File: src/rtl/alu_wb_stage.sv
// alu_wb_stage: buffers ALU results for register write-back and holds the architectural flags
module alu_wb_stage #(
    parameter int DATA_W = 8,
    parameter int DEPTH  = 2,
    parameter int RA_W   = 3
) (
    input  logic              clk,
    input  logic              rst,
    input  logic              in_valid,
    output logic              in_ready,
    input  logic [DATA_W-1:0] S,
    input  logic              Cout,
    input  logic              Ov,
    input  logic              Neg,
    input  logic              Zero,
    input  logic [RA_W-1:0]   rd,
    input  logic              upd_flags,
    output logic              out_valid,
    input  logic              out_ready,
    output logic [DATA_W-1:0] wr_data,
    output logic [RA_W-1:0]   wr_addr,
    output logic              wr_en,
    output logic              flag_z,
    output logic              flag_c,
    output logic              flag_n,
    output logic              flag_v,
    output logic              ov_sticky,
    input  logic              clr_sticky
);
    localparam int PW = $clog2(DEPTH);
    localparam int CW = $clog2(DEPTH + 1);

    logic [DATA_W+RA_W-1:0] mem [DEPTH];
    logic [PW-1:0]          wr_ptr, rd_ptr;
    logic [CW-1:0]          count;
    logic                   accept, pop;

    // handshakes come from the occupancy register only; the head is masked to zero when empty
    always_comb begin
        in_ready             = count != CW'(DEPTH);
        out_valid            = count != '0;
        accept               = in_valid & in_ready;
        pop                  = out_valid & out_ready;
        {wr_data, wr_addr}   = out_valid ? mem[rd_ptr] : '0;
        wr_en                = pop & (wr_addr != '0);
    end

    // entry storage; slots are only read after being written so they need no reset
    always_ff @(posedge clk)
        if (accept) mem[wr_ptr] <= {S, rd};

    // pointers wrap naturally because DEPTH is a power of two
    always_ff @(posedge clk or posedge rst)
        if (rst) begin
            wr_ptr <= '0;
            rd_ptr <= '0;
            count  <= '0;
        end else begin
            wr_ptr <= wr_ptr + PW'(accept);
            rd_ptr <= rd_ptr + PW'(pop);
            count  <= count + CW'(accept) - CW'(pop);
        end

    // flags follow acceptance order, independent of when the entry drains
    always_ff @(posedge clk or posedge rst)
        if (rst) {flag_z, flag_c, flag_n, flag_v} <= '0;
        else if (accept & upd_flags) {flag_z, flag_c, flag_n, flag_v} <= {Zero, Cout, Neg, Ov};

    // sticky overflow: a new overflow beats a coincident clear
    always_ff @(posedge clk or posedge rst)
        if (rst) ov_sticky <= 1'b0;
        else if (accept & upd_flags & Ov) ov_sticky <= 1'b1;
        else if (clr_sticky) ov_sticky <= 1'b0;
endmodule

File: config.mk
export PLATFORM = sky130hd
export DESIGN_NAME = alu_wb_stage
export DESIGN_NICKNAME = d
export VERILOG_FILES = /design/src/rtl/alu_wb_stage.sv
export SDC_FILE = /design/constraint.sdc
export NUM_CORES = 1
export LEC_CHECK = 0
export CORE_MARGIN = 2
export CORE_UTILIZATION = 45
export CTS_BUF_LIST = sky130_fd_sc_hd__clkbuf_16
export CTS_CLUSTER_DIAMETER = 200
export DETAILED_ROUTE_END_ITERATION = 8
export GPL_TIMING_DRIVEN = 0
export PLACE_DENSITY = 0.81
export SYNTH_ARGS = -nofsm -noshare
export SYNTH_HDL_FRONTEND = slang
export SYNTH_SLANG_ARGS = --single-unit
File: constraint.sdc
create_clock -name clk -period 1.55 [get_ports clk]
set_input_delay 0.155 -clock clk [delete_from_list [all_inputs] [get_ports clk]]
set_output_delay 0.155 -clock clk [all_outputs]
set_load 0.1 [all_outputs]
* Word level (Yosys, flattened, before mapping)
Memories as Yosys holds them, arrays and structs flattened.
Index checks and enable logic that the tools add are counted.
** Storage, ports and cells
- Flip-flop bits (word level) :: 9
- RAM bits :: 22
- Input port bits :: 21
- Output and inout bits :: 19
- Word-level logic and storage cells :: 27
- Memories :: 1
** Memories
- mem :: depth 2, bits a word 11, read ports 1, clocked after memory_dff 0, write ports 1, line 33 : logic [DATA_W+RA_W-1:0] mem [DEPTH];
** Cells by class
- Add/subtract/negate cells :: 4
- Equal/unequal tests :: 1
- Mux-type cells :: 5
- Bitwise logic cells :: 5
- Reduce and logical (&&, ||, !) cells :: 3
** Operator list (count)
- $mux W11 :: 1
- $and A1 B1 Y1 :: 5
- $mux W1 :: 4
- $reduce_bool A2 Y1 :: 2
- $reduce_bool A3 Y1 :: 1
- $add A1 B1 Y1 :: 2
- $add A2 B1 Y2 :: 1
- $ne A2 B2 Y1 const B :: 1
- $sub A2 B1 Y2 :: 1

* Longest topological paths before layout
Gate-level depths: netlist (run 1).
- Depth in word-level cells :: 5
- Mapped depth :: 5
- Depth with buffers taken out :: 5

* Worst setup path after synthesis (run 1)
OpenSTA, ideal clock, no wires.
- Path kind :: register to output
- Start point :: reg count[1]
- End point :: out wr_en
- Data arrival time :: 2.708 ns
- Required time :: 1.395 ns
- Slack :: -1.313 ns
- Stages on the path, launching flop included :: 3
- Buffers on the path :: 0
- Cells stage by stage :: dfrtp_1 -> o21ai_0 -> nor3_1
** On the way
- Longest elaborated chain between the ends :: 4
- Elaborated cells on any way between the ends :: 5
- Those cells by class :: mux: 1; bitwise: 2; reduce/logical: 2
** Ends and longest elaborated chain
- from (decl) :: line 35 : logic [CW-1:0] count;
- from (signal assigned) :: line 61 : count <= count + CW'(accept) - CW'(pop);
- $reduce_bool A2 Y1 * :: line 41 : out_valid = count != '0;
- $mux W11 :: line 44 : {wr_data, wr_addr} = out_valid ? mem[rd_ptr] : '0;
- $reduce_bool A3 Y1 :: line 45 : wr_en = pop & (wr_addr != '0);
- $and A1 B1 Y1 * :: line 45
- to (decl) :: line 22 : output logic wr_en,
Mark *: on every way between the ends. The rest lies on a longest branch, timed or not.

* Final worst setup path (run 1)
- Start point :: reg rd_ptr
- End point :: out wr_data[2]
** On the way
- Longest elaborated chain between the ends :: 2
** Ends and longest elaborated chain
- from (decl) :: line 34 : logic [PW-1:0] wr_ptr, rd_ptr;
- from (signal assigned) :: line 60 : rd_ptr <= rd_ptr + PW'(pop);
- $mem_v2 Z2 W11
- $mux W11 :: line 44
- to (decl) :: line 20 : output logic [DATA_W-1:0] wr_data,
Every way passes these cells.

==> impl_metrics.toml, run 1 <==
[sta]
hold_ws_ns = 0.157
relSlewSlack_pct = 63.5
hold_violations = 0
rsz0062_at_grt = "true"
fin_ws_ns = -0.0539
slew_viol_final = 0
fmax_mhz = 623
post-route-period-util_pct = 103
period_minus_slack_ns = 1.60
setup_viol = 9
tightest_slew_ns = 0.550
finalClockSkew_ns = 0.00698

[clock_tree]
clock_sinks = 31
tritoncts = "done"
clock_path_buffers = 2
clockRootBuffer = "clkbuf_16"
htree_levels = 2
numCtsBuffers = 5
path_clk_slew_ns = 0.05
clock_latency_ns = 0.28
holdBufCountCts = 0

[synth]
ys_ff_latch = 31
synth_xor_area_share_pct = 1.34
synth.avg_cell_area_um2 = 14.9
synthFlopType = "edfxtp_1"
yosysMostFrequentCell = "edfxtp_1"
yosysWarnings = 0
synth_common_cells = "22 x edfxtp_1, 14 x nor2_1, 11 x mux2i_1"
synthAdderAreaFrac_pct = 1.91
synth_top_area_cell = "edfxtp_1"
synth-compound-area-share_pct = 3.24
synth_edf_count = 22
synth_fp_nets = 111
synth-simple-area-share_pct = 9.92
synth.area.top_cells = "edfxtp_1 50%, dfrtp_1 17%, mux2i_1 8.4%, mux2_4 4.6%, nor2_1 4.0%"
synth_top_family_by_area = "multiplexers"
yosysTopAreaCellShare_pct = 50.4
ys_async_sr_fraction_pct = 29.0
seq_area_frac_synth_pct = 67.6
yosys.cell_types.count = 24
synth_area_um2 = 1310
muxShareOfSynthArea_pct = 13.0
syn-instance-count = 88

[floorplan]
initial_core_util_pct = 47.5
die_area_um2 = 3360
core_um2 = 2760
die_h_um = 58.0
die_w_um = 58.0
placementRows = 19
boundaryPins = 40

[drt]
antenna_left = 0
drt_iter0_markers = 35
wire_per_inst_um = 17.9
vias = 899
drc_errors = 0
totalWireLength_um = 3080
drt-vias-per-instance = 5.23
drt_first_pass_iters = 4

[global_routing]
antenna_found_initial = 0
grt_pass1_wl_um = 4630
grt_usage_pct = 19.9
grt_start_max_net_pins = 12
grt.overflow.total = 0
grt_pass1_vias = 924

[critical_path]
startpoint_type = "register"
timing.critical_path.buf_inv = 2
critPathSlowestCell = "dfrtp_2"
max_stage_delay_ns = 0.49
cp_cell_sequence = "buf_12, mux2i_4, nor2_4, buf_12"
end_kind = "output port"
cp_common_cell = "buf_12"
critPathTopFamily = "flip-flops"
arrival_ns = 1.45
worstPathMaxFanout = 6
required_ns = 1.39
path_class = "register to output port"

[flow_run]
drv_cap = 0

[final_layout]
ff_latch_area_um2 = 890
fillers = 121
drive_gt1_share_pct = 51.8
nets = 163
antenna-diode-count = 0
multi_input_area_um2 = 632
area_growth_pct = 81.6

[placement]
port_buffers = 39
gp_congestion = 0.687
dp_hpwl_um = 1800

[run_status]
violations = "setup timing"
status = "finished with violations"

[min_path]
holdCritPathClass = "input port to async pin"
## cell families (layout without fill, tap and decap cells)
| logic type | after synthesis | after routing |
|---|---|---|
| mux | 15 | 15 |
| buf+inv | 9 | 62 |
| simple gates | 23 | 23 |
| xor+xnor | 2 | 2 |
| compound gates | 6 | 6 |
| flops | 31 | 31 |
| fa+ha+maj | 2 | 2 |
## metal layers
metal  wire length, um  up-vias  global-route usage, %  part of all wire (%)
li1                  -      420                      -                     -
met4                85        0                   10.3                   2.8
met2              1700       30                   34.3                    55
met1              1140      439                   21.8                    37
met5                 0        -                      0                     0
met3               146       10                   6.70                   4.7
## final timing paths
check | from | endpoint | slack [ns] | depth (start not counted)
max in group asynchronous | rst | count[1] | 1.12 | 2
worst max register to register | count[0] | mem[0][6] | 0.21 | 3
min in group clk | S[4] | mem[0][7] | 0.47 | 1
worst max-delay path | rd_ptr | wr_data[2] | -0.05 | 4
worst min register to register | flag_z | flag_z | 0.51 | 1
worst min-delay path | rst | flag_z | 0.16 | 2
## layout make-up
type                            count  area share, %
Clock inverter                      3           1.63
Inverter                            6          0.946
Clock buffer                        5           5.25
Timing Repair Buffer               46           25.0
Multi-Input combinational cell     48           26.5
Buffer                              2           1.68
Sequential cell                    31           37.4
Tap cell                           31           1.63
## flip-flops by register name, indices dropped and copies added, names as in the netlist
signal / count
mem: 22
count: 2
flag_c: 1
flag_n: 1
flag_v: 1
flag_z: 1
ov_sticky: 1
rd_ptr: 1
wr_ptr: 1
## worst register-to-register path, delay by kind of cell (launching register included)
kind | cells | cell delay (ns)
fa+ha+maj | 1 | 0.23
flops | 1 | 0.45
simple gates | 2 | 0.35
## layout by cell type, fill, tap and decap left out, types with 2 or more instances in the layout
cell	n
buf_6	2
clkdlybuf4s50_1	20
dfrtp_1	6
inv_1	5
buf_4	5
xnor2_1	2
dfrtp_2	3
nor2_2	2
clkdlybuf4s15_2	5
nor2_1	2
nor2_4	10
mux2i_4	9
edfxtp_1	22
mux2i_1	2
buf_12	13
clkbuf_16	6
mux2_4	4
## through the flow
stage	area (um^2)	utilization, %	TNS (ns)	setup slack, ns	instances
after floorplan	1410	-	-0.289	-0.174	88
after global placement	1840	66.6	-10.99	-0.921	158
after detailed placement	1840	66.6	-11.90	-0.935	158
after CTS	2290	83.2	-0.396	-0.0552	166
after global routing	2380	86.3	-0.801	-0.101	172
final	2380	86.3	-0.308	-0.0539	172
## what timing repair did
| action | CTS | global route |
|---|---|---|
| gates cloned | 1 | 1 |
| endpoints found under the setup margin | 19 | 11 |
| buffers inserted | 0 | 5 |
| resized for setup | 163 | 7 |
| pin swaps | 2 | 2 |
Power of run 1 is not shown: default switching activity piles up to over one toggle a cycle in this logic, so the estimate is an artifact.
==> run 2: changes to the inputs <==
--- a/config.mk
+++ b/config.mk
@@ -9,9 +9,11 @@
 export CORE_UTILIZATION = 45
 export CTS_BUF_LIST = sky130_fd_sc_hd__clkbuf_16
 export CTS_CLUSTER_DIAMETER = 200
+export CTS_CLUSTER_SIZE = 20
 export DETAILED_ROUTE_END_ITERATION = 8
 export GPL_TIMING_DRIVEN = 0
 export PLACE_DENSITY = 0.81
+export REMOVE_ABC_BUFFERS = 1
 export SYNTH_ARGS = -nofsm -noshare
 export SYNTH_HDL_FRONTEND = slang
 export SYNTH_SLANG_ARGS = --single-unit
==> impl_metrics.toml, run 2 (synthesis results as in run 1) <==
[clock_tree]
clockRootBuffer = "clkbuf_16"
numCtsBuffers = 5
htree_levels = 2
tritoncts = "done"
path_clk_slew_ns = 0.04
clock_latency_ns = 0.27
clock_sinks = 31
clock_path_buffers = 2

[floorplan]
die_h_um = 58.0
initial_core_util_pct = 47.5
die_w_um = 58.0
placementRows = 19
boundaryPins = 40
die_area_um2 = 3360
core_um2 = 2760

[drt]
antenna_left = 0
drt_first_pass_iters = 4
vias = 880
wire_per_inst_um = 15.9
drt-vias-per-instance = 5.24
totalWireLength_um = 2670
drc_errors = 0
drt_iter0_markers = 15

[sta]
period_minus_slack_ns = 1.63
rsz0062_at_grt = "true"
hold_ws_ns = 0.157
relSlewSlack_pct = 63.4
finalClockSkew_ns = 0.00642
tns_ns = -0.249
slew_viol_final = 0
setup_viol = 6
hold_violations = 0
fmax_mhz = 614
fin_ws_ns = -0.0785
post-route-period-util_pct = 105
tightest_slew_ns = 0.552

[critical_path]
end_kind = "output port"
worstPathMaxFanout = 3
arrival_ns = 1.47
required_ns = 1.39
startpoint_type = "register"
path_class = "register to output port"

[final_layout]
final_common_cell = "edfxtp_1"
layout_common_cells = "22 x edfxtp_1, 20 x clkdlybuf4s50_1, 12 x nor2_1, 12 x buf_6, 10 x mux2i_1"
fillers = 179
drive_gt1_share_pct = 35.0
fin_area_um2 = 1990
largest_reg_flops = 22
antenna-diode-count = 0
reg.largest.list = "mem (22), count (2)"
nets = 159
top_register = "mem"
area_growth_pct = 51.9

[global_routing]
grt_start_max_net_pins = 13
grt_pass1_vias = 901
grt_usage_pct = 17.6
grt.overflow.total = 0
grt_pass1_wl_um = 4230
antenna_found_initial = 0

[run_status]
violations = "setup timing"
status = "finished with violations"

[placement]
port_buffers = 39
pre_cts_ws_ns = -0.890
placed_area_um2 = 1720
dp_hpwl_um = 1680
gp_congestion = 0.706

[flow_run]
drv_cap = 0

[min_path]
holdCritPathClass = "input port to async pin"
[run 2: worst paths after layout]
path	from	endpoint	slack, ns	cells past startpoint
worst max-delay path	rd_ptr	wr_en	-0.08	4
worst min-delay path	rst	wr_ptr	0.16	2
worst max register to register	count[0]	mem[0][0]	0.11	3
worst min register to register	flag_z	flag_z	0.51	1
max in group asynchronous	rst	rd_ptr	1.11	2
min in group clk	clr_sticky	ov_sticky	0.47	2
[run 2: critical path: stages, from the launching register on]
cell	delay, ns
dfrtp_4	0.49
buf_6	0.14
nor4b_2	0.16
nor3_2	0.17
buf_6	0.26
[run 2: layout make-up]
cell class              count  area, um^2  area share [%]
clock inverters             3        11.3           0.565
repair buffers             44         474            23.8
multi-input cells          48         428            21.5
clock buffers               5         125            6.28
well taps                  31        38.8            1.95
inverters                   6        22.5            1.13
flip-flops and latches     31         892            44.8
[run 2: stage by stage]
step	instances	utilization [%]
after detailed placement	155	62.5
after floorplan	85	-
after CTS	167	70.7
after global routing	168	72.2
final	168	72.2
after global placement	155	62.5
[run 2: repair_timing]
item / CTS / global route
buffers inserted: 4 / 1
pin swaps: 4 / 3
hold buffers: 0 / 0
gates resized for setup: 123 / 7
setup endpoints to repair: 30 / 13
[run 2: metal layers]
metal	global-route usage, %	vias up	wire length (um)
li1	-	412	-
met1	19.9	421	1020
met2	29.1	40	1380
met3	5.80	7	188
met4	10.3	0	73
met5	0	-	0
Power of run 2 is left out for the same reason.
